`src/rtl/multicycle_controller.sv`:
```
// multicycle_controller: FETCH/DECODE/EXEC/MEM/WB sequencer with bus timeout and sticky trap for the RV64I core.
package CorePack;
  typedef logic [31:0] inst_t;
  typedef enum logic [2:0] {IMM_NONE, IMM_I, IMM_S, IMM_B, IMM_U, IMM_J} immgen_op_t;
  typedef enum logic [3:0] {
    ALU_ADD, ALU_SUB, ALU_SLL, ALU_SLT, ALU_SLTU, ALU_XOR, ALU_SRL, ALU_SRA, ALU_OR, ALU_AND,
    ALU_ADDW, ALU_SUBW, ALU_SLLW, ALU_SRLW, ALU_SRAW
  } alu_op_t;
  typedef enum logic [2:0] {CMP_NONE, CMP_EQ, CMP_NE, CMP_LT, CMP_GE, CMP_LTU, CMP_GEU} cmp_op_t;
  typedef enum logic [1:0] {ASEL_REG, ASEL_PC, ASEL_ZERO} alu_asel_t;
  typedef enum logic {BSEL_REG, BSEL_IMM} alu_bsel_t;
  typedef enum logic [1:0] {WB_ALU, WB_MEM, WB_PC4, WB_IMM} wb_sel_t;
  typedef enum logic [2:0] {MEM_NONE, MEM_B, MEM_H, MEM_W, MEM_D, MEM_BU, MEM_HU, MEM_WU} mem_op_t;
endpackage

module multicycle_controller #(
  parameter int RV64    = 1,
  parameter int TIMEOUT = 16
) (
  input  logic                   clk,
  input  logic                   rst,
  input  CorePack::inst_t        inst,
  input  logic                   cmp_res,
  input  logic                   imem_ack,
  input  logic                   dmem_ack,
  output logic                   imem_req,
  output logic                   dmem_req,
  output logic                   ir_we,
  output logic                   pc_we,
  output logic                   we_reg,
  output logic                   we_mem,
  output logic                   re_mem,
  output logic                   npc_sel,
  output CorePack::immgen_op_t   immgen_op,
  output CorePack::alu_op_t      alu_op,
  output CorePack::cmp_op_t      cmp_op,
  output CorePack::alu_asel_t    alu_asel,
  output CorePack::alu_bsel_t    alu_bsel,
  output CorePack::wb_sel_t      wb_sel,
  output CorePack::mem_op_t      mem_op,
  output logic                   illegal_inst,
  output logic                   bus_err,
  output logic                   halted
);
  import CorePack::*;
  localparam int CW = $clog2(TIMEOUT + 1);
  typedef enum logic [2:0] {FETCH, DECODE, EXEC, MEM, WB, TRAP} state_t;
  state_t state_q, state_d;
  logic [CW-1:0] cnt_q, cnt_d;
  logic ill_q, ill_d, berr_q, berr_d;
  logic [6:0] opc;
  logic [2:0] f3;
  logic alt, unused_inst;
  logic is_op, is_opi, is_op32, is_opi32, is_lui, is_auipc, is_load, is_store, is_br, is_jal, is_jalr;
  logic is_w, is_jmp, is_arith, legal;
  logic waiting, ack, tmo;
  logic live, f_st, e_st, m_st, w_st, dp;
  alu_op_t alu_base;
  assign opc         = inst[6:0];
  assign f3          = inst[14:12];
  assign alt         = inst[30];
  assign unused_inst = ^{inst[31], inst[29:15], inst[11:7]};
  assign is_op    = opc == 7'b0110011;
  assign is_opi   = opc == 7'b0010011;
  assign is_op32  = opc == 7'b0111011;
  assign is_opi32 = opc == 7'b0011011;
  assign is_lui   = opc == 7'b0110111;
  assign is_auipc = opc == 7'b0010111;
  assign is_load  = opc == 7'b0000011;
  assign is_store = opc == 7'b0100011;
  assign is_br    = opc == 7'b1100011;
  assign is_jal   = opc == 7'b1101111;
  assign is_jalr  = opc == 7'b1100111;
  assign is_w     = is_op32 || is_opi32;
  assign is_jmp   = is_jal || is_jalr;
  assign is_arith = is_op || is_opi || is_w;
  assign legal    = is_op || is_opi || is_lui || is_auipc || is_load || is_store || is_br || is_jmp ||
                    (is_w && RV64 != 0);
  // One counter serves both wait states; an ack on the last allowed cycle still wins.
  assign waiting = state_q == FETCH || state_q == MEM;
  assign ack     = state_q == FETCH ? imem_ack : dmem_ack;
  assign tmo     = waiting && !ack && cnt_q == CW'(TIMEOUT - 1);
  always_comb begin
    cnt_d  = (waiting && !ack) ? cnt_q + CW'(1) : '0;
    ill_d  = ill_q || (state_q == DECODE && !legal);
    berr_d = berr_q || tmo;
    case (state_q)
      FETCH:   state_d = imem_ack ? DECODE : tmo ? TRAP : FETCH;
      DECODE:  state_d = legal ? EXEC : TRAP;
      EXEC:    state_d = is_br ? FETCH : (is_load || is_store) ? MEM : WB;
      MEM:     state_d = dmem_ack ? (is_load ? WB : FETCH) : tmo ? TRAP : MEM;
      WB:      state_d = FETCH;
      default: state_d = TRAP;
    endcase
  end
  always_ff @(posedge clk) begin
    if (rst) begin
      state_q <= FETCH;
      cnt_q   <= '0;
      ill_q   <= 1'b0;
      berr_q  <= 1'b0;
    end else begin
      state_q <= state_d;
      cnt_q   <= cnt_d;
      ill_q   <= ill_d;
      berr_q  <= berr_d;
    end
  end
  // Every output is masked while rst is high so reset can never leak a pulse.
  assign live = !rst;
  assign f_st = live && state_q == FETCH;
  assign e_st = live && state_q == EXEC;
  assign m_st = live && state_q == MEM;
  assign w_st = live && state_q == WB;
  assign dp   = live && state_q inside {DECODE, EXEC, MEM, WB};
  assign imem_req     = f_st;
  assign ir_we        = f_st && imem_ack;
  assign dmem_req     = m_st;
  assign re_mem       = m_st && is_load;
  assign we_mem       = m_st && is_store && dmem_ack;
  assign pc_we        = (e_st && is_br) || (m_st && is_store && dmem_ack) || w_st;
  assign npc_sel      = (e_st && is_br && cmp_res) || (w_st && is_jmp);
  assign we_reg       = w_st;
  assign illegal_inst = live && ill_q;
  assign bus_err      = live && berr_q;
  assign halted       = live && state_q == TRAP;
  always_comb begin
    case (f3)
      3'd0:    alu_base = ((is_op || is_op32) && alt) ? ALU_SUB : ALU_ADD;
      3'd1:    alu_base = ALU_SLL;
      3'd2:    alu_base = ALU_SLT;
      3'd3:    alu_base = ALU_SLTU;
      3'd4:    alu_base = ALU_XOR;
      3'd5:    alu_base = alt ? ALU_SRA : ALU_SRL;
      3'd6:    alu_base = ALU_OR;
      default: alu_base = ALU_AND;
    endcase
  end
  always_comb begin
    immgen_op = IMM_NONE;
    alu_op    = ALU_ADD;
    cmp_op    = CMP_NONE;
    alu_asel  = ASEL_REG;
    alu_bsel  = BSEL_REG;
    wb_sel    = WB_ALU;
    mem_op    = MEM_NONE;
    if (dp) begin
      immgen_op = (is_opi || is_opi32 || is_load || is_jalr) ? IMM_I : is_store ? IMM_S : is_br ? IMM_B :
                  (is_lui || is_auipc) ? IMM_U : is_jal ? IMM_J : IMM_NONE;
      alu_op    = !is_arith ? ALU_ADD : !is_w ? alu_base : alu_base == ALU_SUB ? ALU_SUBW :
                  alu_base == ALU_SLL ? ALU_SLLW : alu_base == ALU_SRL ? ALU_SRLW :
                  alu_base == ALU_SRA ? ALU_SRAW : ALU_ADDW;
      cmp_op    = is_br ? cmp_op_t'(f3[2] ? {1'b0, f3[1:0]} + 3'd3 : {1'b0, f3[1:0]} + 3'd1) : CMP_NONE;
      alu_asel  = (is_auipc || is_jal || is_br) ? ASEL_PC : is_lui ? ASEL_ZERO : ASEL_REG;
      alu_bsel  = (is_op || is_op32) ? BSEL_REG : BSEL_IMM;
      wb_sel    = is_load ? WB_MEM : is_jmp ? WB_PC4 : is_lui ? WB_IMM : WB_ALU;
      mem_op    = (is_load || is_store) ? mem_op_t'(f3 + 3'd1) : MEM_NONE;
    end
  end
endmodule

```
`config.mk`:
```
export PLATFORM = sky130hd
export DESIGN_NAME = multicycle_controller
export DESIGN_NICKNAME = d
export VERILOG_FILES = /design/src/rtl/multicycle_controller.sv
export SDC_FILE = /design/constraint.sdc
export NUM_CORES = 1
export LEC_CHECK = 0
export CAP_MARGIN = 0
export CORE_MARGIN = 2
export CORE_UTILIZATION = 35
export CTS_CLUSTER_DIAMETER = 30
export DETAILED_ROUTE_END_ITERATION = 8
export GPL_TIMING_DRIVEN = 0
export HOLD_SLACK_MARGIN = 0.05
export PLACE_DENSITY = 0.71
export REMOVE_ABC_BUFFERS = 1
export SKIP_LAST_GASP = 1
export SLEW_MARGIN = 20
export SYNTH_ARGS = -nofsm -noshare
export SYNTH_HDL_FRONTEND = slang
export SYNTH_SLANG_ARGS = --single-unit
```
`constraint.sdc`:
```
create_clock -name clk -period 2.9 [get_ports clk]
set_input_delay 0.725 -clock clk [delete_from_list [all_inputs] [get_ports clk]]
set_output_delay 0.725 -clock clk [all_outputs]
set_load 0.01 [all_outputs]
```
==> results of run 1 <==
[synth_stat cells, types with 2 or more instances]
cell,instances
nor2_1,21
nand2_1,12
dfxtp_1,10
inv_1,10
and3_1,9
a21oi_1,7
buf_2,7
nand2b_1,7
nor3_1,7
ha_1,6
nor4_1,6
clkbuf_1,5
o21ai_0,5
a31oi_1,4
nand3_1,4
o22ai_1,4
and2_1,3
and4_1,3
nor2b_1,3
a32oi_1,2
nand4_1,2
o211ai_1,2
o21a_1,2
or3_1,2
xnor2_1,2
[layout by cell type (no fill, tap or decap), types with 3 or more instances in the layout]
cell type,netlist,layout
ha_4,0,4
nand2b_1,7,7
clkdlybuf4s50_1,0,13
nor2b_1,3,3
dfxtp_2,0,3
buf_6,0,3
dlymetal6s2s_1,0,5
a21oi_1,7,6
nor3_1,7,5
nand3_1,4,4
dfxtp_1,10,7
buf_4,0,9
nand2_1,12,11
buf_2,7,8
nor4_1,6,5
a31oi_1,4,4
clkbuf_4,0,4
inv_1,10,8
o22ai_1,4,4
and3_1,9,8
dlygate4sd2_1,0,13
nor2_1,21,19
o21ai_0,5,5
[worst register-to-register path, delay by kind of cell (launching register included)]
kind	cells	cell delay [ns]
AND/OR/NAND/NOR	1	0.36
AO/OA/AOI/OAI	3	0.67
flip-flops	1	0.37
[state kept, by name (all words and copies together) (netlist names)]
register and cells:
berr_q 1, state_q 3, ill_q 1, cnt_q 5
[cell type report]
cell class,count,area [um2],share of cell area [%]
well taps,46,57.6,3.14
multi-input cells,137,1020,55.4
inverters,10,47.5,2.59
repair buffers,54,472,25.7
flip-flops and latches,10,204,11.1
clock buffers,4,36.3,1.98
[logic make-up (layout without fill, tap and decap cells)]
kind of cell | count (synthesis) | in the layout | share of synthesized area (%)
compound gates | 38 | 38 | 22.6
xor+xnor | 3 | 3 | 2.23
fa+ha+maj | 7 | 7 | 8.09
buf+inv | 22 | 68 | 7.77
flops | 10 | 10 | 17.0
mux | 1 | 1 | 0.851
simple gates | 88 | 88 | 41.5
[power breakdown]
| part | switching, mW | total, mW | internal, mW |
|---|---|---|---|
| Combinational | 0.0999 | 0.184 | 0.0841 |
| Sequential | 0.0107 | 0.155 | 0.145 |
| Clock | 0.0463 | 0.123 | 0.0762 |
| Total | 0.157 | 0.462 | 0.305 |
[path summary, 6_finish.rpt]
check	start	to	slack, ns	cells after the start
worst max register to register	state_q[0]$_SDFF_PP0_	state_q[2]$_SDFF_PP0_	1.41	4
worst min-delay path	cnt_q[0]$_SDFF_PP0_	cnt_q[0]$_SDFF_PP0_	0.45	1
worst max-delay path	inst[3]	alu_asel[0]	-0.06	6
worst min register to register	cnt_q[0]$_SDFF_PP0_	cnt_q[0]$_SDFF_PP0_	0.45	1
[timing repair]
| item | 4_1_cts | 5_1_grt |
|---|---|---|
| setup endpoints to repair | 26 | 9 |
| pin swaps | 4 | 7 |
| resized for setup | 91 | 27 |
| setup buffers | 8 | 2 |
[metal layers]
layer  part of all wire, %  up-vias  wire (um)
met1                    46      660       1620
met3                   5.4        4        188
li1                      -      714          -
met5                     0        -          0
met2                    48       61       1680
met4                  0.63        0         22
==> results.yml, run 1 <==
global_route:
  grt_use_met1_pct: 26.8
  top_usage_layer: "met1"
  grtUsageMet2_pct: 26.3
  grt_overflow: 0
  grt_usage_pct: 18.2
  grt_util_met3_pct: 4.14
  first_global_vias: 1257
  antenna_found_initial: 0
  grt_max_degree: 17
  grt_pass1_wl_um: 5420
pwr:
  vdd_drop_max_mv: 0.222
  powerDensity_mw_per_mm2: 252
  total_power_mw: 0.462
  cellLeakagePower_nw: 0.853
sta:
  fin_crit_sh_pct: 102
  whs_ns: 0.452
  drv_slew: 0
  tns_ns: -0.0626
  fin_skew_ns: 0.000292
  tightest_slew_ns: 0.375
  final-setup-viol-count: 1
  fin_ws_ns: -0.0626
  timing.fmax_mhz: 338
  rsz0062_at_grt: "yes"
  period_needed_ns: 2.96
  slew_headroom_pct: 74.8
  report.final.hold_viol_count: 0
status:
  outcome: "finished, violations left"
  violations: "setup timing"
cts:
  numCtsBuffers: 3
  cts.path.max_buffers: 2
  clk_pin_slew_ns: 0.06
  cts_root_buf: "clkbuf_4"
  htreeDepth: 1
  clock_latency_ns: 0.26
  cts_tree: "yes"
  ctsHoldBuffers: 0
  cts_num_sinks: 10
cells_and_area:
  drive_gt1_share_pct: 25.1
  num-fill-cells: 309
  postLayoutCoreUtil_pct: 55.8
  final_area_mm2: 0.00183
  stdcell_count: 261
  nets: 260
  area_growth_pct: 55.9
  n_antenna_cell: 0
placed_design:
  dp.cells: 247
  place_congestion: 0.833
  dp_slack_ns: -1.19
  portBuffers: 44
  dpl_cell_area_mm2: 0.00162
  dpl.hpwl_um: 2360
synthesis:
  ys_ff_latch: 10
  syn_area_mm2: 0.00118
  netlist_instances: 169
  synth-edff-count: 0
  synth.distinct_cells: 49
  syn_avg_cell_area_um2: 6.96
  yosysTopAreaCell: "dfxtp_1"
  yosysWarnings: 0
  synth_top_cell_area_share_pct: 17.0
  dominantRegCellSynth: "dfxtp_1"
  synthArstFlopShare_pct: 0
  yosysSeqAreaShare_pct: 17.0
  synth_area_leaders: "dfxtp_1, nor2_1, ha_1, and3_1, nand2_1"
setup_path:
  cpMaxStageDelayCell: "clkdlybuf4s50_1"
  endpoint_kind: "output pin"
  crit_buf_inv: 2
  cp_data_arrival_time_ns: 2.24
  path_class: "primary input to output pin"
  cp-start-kind: "primary input"
  cp_max_fo: 14
  path_cells: "buf_2 -> or3b_4 -> o22ai_1 -> a32oi_1 -> nor2_1 -> clkdlybuf4s50_1"
  worst-endpoint-required_ns: 2.17
  critPathMaxStageDelay_ns: 0.54
  critPathTopFamily: "buffers and inverters"
routing:
  drtIter0Drc: 94
  via_per_inst: 5.51
  drtAntennaViolNets: 0
  num_vias: 1439
  drc: 0
  wl_um: 3510
  dr.pass1.iters: 4
  drt-wirelength-per-cell_um: 13.5
floorplan:
  start_util_pct: 35.8
  fp.dieW_um: 62.0
  core_area_mm2: 0.00328
  num_io_pins: 66
  rows: 21
  die_y_um: 62.0
  dieArea_mm2: 0.00384
run:
  cap_violations: 0
min_path:
  hold_path_class: "flip-flop to flip-flop"
No activity file was read; power rests on OpenSTA's default activity.
==> inputs of run 2 (changes only) <==
--- a/config.mk
+++ b/config.mk
@@ -8,7 +8,7 @@
 export CAP_MARGIN = 0
 export CORE_MARGIN = 2
 export CORE_UTILIZATION = 35
-export CTS_CLUSTER_DIAMETER = 30
+export CTS_CLUSTER_DIAMETER = 50
 export DETAILED_ROUTE_END_ITERATION = 8
 export GPL_TIMING_DRIVEN = 0
 export HOLD_SLACK_MARGIN = 0.05
==> results of run 2 <==
Same layout as run 1: the final DEF is identical, and so are final timing and power.
==> inputs of run 3 (changes only) <==
--- a/config.mk
+++ b/config.mk
@@ -7,12 +7,12 @@
 export LEC_CHECK = 0
 export CAP_MARGIN = 0
 export CORE_MARGIN = 2
-export CORE_UTILIZATION = 35
+export CORE_UTILIZATION = 39
 export CTS_CLUSTER_DIAMETER = 50
 export DETAILED_ROUTE_END_ITERATION = 8
 export GPL_TIMING_DRIVEN = 0
 export HOLD_SLACK_MARGIN = 0.05
-export PLACE_DENSITY = 0.71
+export PLACE_DENSITY = 0.78
 export REMOVE_ABC_BUFFERS = 1
 export SKIP_LAST_GASP = 1
 export SLEW_MARGIN = 20
==> run 3 against run 2 <==
- the flow finishes with violations (DRC)
- critical path depth up 3
- flip-flop and latch count unchanged
- maximum frequency up 4.0%
- first-iteration DRC count up 18%
- largest cell class unchanged
- global-route usage up 4.8 points
- non-clock buffer count down 3
- worst setup slack better by 0.11 ns
- hold slack better by 0.0083 ns
- utilization up 7.7 points
- total power down 0.76%
- clock power up 5%
==> results.yml, run 3 (same netlist as run 1, synthesis figures left out) <==
status:
  outcome: "finished, violations left"
  violations: "DRC"
cts:
  cts_tree: "yes"
  htreeDepth: 1
  clock_latency_ns: 0.28
  numCtsBuffers: 3
  cts.path.max_buffers: 2
  clk_pin_slew_ns: 0.06
  cts_num_sinks: 10
  cts_root_buf: "clkbuf_4"
  ctsHoldBuffers: 0
setup_path:
  worst_r2r_path_depth: 7
  path_cells: "buf_4 -> inv_4 -> ha_4 -> nor3_1 -> or3_1 -> a21oi_2 -> buf_4 -> mux2i_1 -> buf_2"
  rr_endpoint: "state_q[0]$_SDFF_PP0_"
  cpMaxStageDelayCell: "or3_1"
  critPathTopFamily: "buffers and inverters"
  crit_buf_inv: 4
  endpoint_kind: "output pin"
  cp-start-kind: "primary input"
  cp_common_cell: "buf_4"
  critPathMaxStageDelay_ns: 0.32
  cp_data_arrival_time_ns: 2.12
  path_class: "primary input to output pin"
  worst-endpoint-required_ns: 2.17
  r2r-start: "cnt_q[0]$_SDFF_PP0_"
  cp_max_fo: 6
  regToRegSetupSlack_ns: 1.38
floorplan:
  start_util_pct: 41.9
  rows: 19
  die_y_um: 58.9
  fp.dieW_um: 58.9
  core_area_mm2: 0.00281
  num_io_pins: 66
  dieArea_mm2: 0.00347
sta:
  fin_crit_sh_pct: 98.2
  period_needed_ns: 2.85
  final-setup-viol-count: 0
  tns_ns: 0
  fin_skew_ns: 0.00447
  tightest_slew_ns: 0.370
  slew_headroom_pct: 75.1
  report.final.hold_viol_count: 0
  timing.fmax_mhz: 351
  drv_slew: 0
  rsz0062_at_grt: "yes"
run:
  cap_violations: 0
routing:
  drtAntennaViolNets: 0
  via_per_inst: 6.02
  drc: 4
  wl_um: 3830
  num_vias: 1462
  drt-wirelength-per-cell_um: 15.7
  drtIter0Drc: 111
  dr.pass1.iters: 6
global_route:
  grt_overflow: 0
  grt_pass1_wl_um: 6210
  first_global_vias: 1398
  antenna_found_initial: 0
  grt_max_degree: 17
  grt_usage_pct: 23.0
placed_design:
  place_congestion: 0.886
  dpl_cell_area_mm2: 0.00160
  dpl.hpwl_um: 2540
  dp.cells: 232
  portBuffers: 44
cells_and_area:
  num-fill-cells: 248
  final_area_mm2: 0.00178
  area_growth_pct: 51.5
  final_cell_mix: "nor2_1, dlygate4sd2_1, nand2_1, clkdlybuf4s50_1"
  largest_register_ffs: 5
  reg_top3: "cnt_q x5, state_q x3"
  multi_input_area_um2: 1000
  n_antenna_cell: 0
  final_common_cell: "nor2_1"
  register_area_um2: 204
  nets: 257
  drive_gt1_share_pct: 22.6
  largest-register: "cnt_q"
  stdcell_count: 243
min_path:
  hold_path_class: "flip-flop to flip-flop"
  whs_path_depth: 2
  hp-start: "ill_q$_SDFF_PP0_"
  hold_end: "ill_q$_SDFF_PP0_"
pwr:
  cellLeakagePower_nw: 0.874
  powerDensity_mw_per_mm2: 257
  vdd_drop_max_mv: 0.162
[run 3: report_power, final]
part | switching (mW) | total [mW] | internal [mW]
registers | 0.0103 | 0.155 | 0.145
clock network | 0.0527 | 0.129 | 0.0765
logic | 0.0982 | 0.174 | 0.0760
[run 3: what timing repair did]
item                       4_1_cts  5_1_grt
resized for setup               83       28
setup endpoints to repair       25       17
setup buffers                    5        2
pin swaps                        3        5
[run 3: per-stage QoR]
stage / util [%] / hold WS [ns] / setup WS (ns) / power (mW)
3_5_place_dp: 57.1 / 0.456 / -1.15 / 0.304
6_report: 63.5 / 0.461 / 0.0511 / 0.458
4_1_cts: 61.7 / 0.468 / -0.246 / 0.450
3_3_place_gp: 57.1 / 0.429 / -1.15 / 0.300
5_1_grt: 63.5 / 0.498 / -0.0529 / 0.491
2_1_floorplan: - / 0.418 / 0.156 / 0.233
[run 3: per-layer routing]
metal  vias to the layer above  GRT usage, %  share of wire, %
met2                        70          38.4                51
li1                        705             -                 -
met3                        11          6.81               8.8
met4                         0          8.44               1.6
met1                       676          27.8                38
met5                         -             0                 0
[run 3: layout make-up]
| type | count | share of cell area, % |
|---|---|---|
| multi-input combinational | 137 | 56.1 |
| timing repair buffer | 51 | 25.7 |
| sequential | 10 | 11.4 |
| inverter | 10 | 2.53 |
| tap | 31 | 2.18 |
| clock buffer | 4 | 2.04 |
[run 3: tightest hold or removal path, cell delays in order (launching register included)]
cell     delay (ns)
dfxtp_1        0.30
inv_1          0.06
a21oi_1        0.06
[run 3: worst max-delay path by stage]
stage,from,endpoint,slack [ns],cells past startpoint
after floorplan,rst,wb_sel[0],0.16,3
after global routing,rst,wb_sel[0],-0.05,6
after CTS,inst[1],cmp_op[1],-0.25,6
final,inst[13],alu_op[0],0.05,9
after global placement,rst,wb_sel[0],-1.15,5
after detailed placement,rst,wb_sel[0],-1.15,5
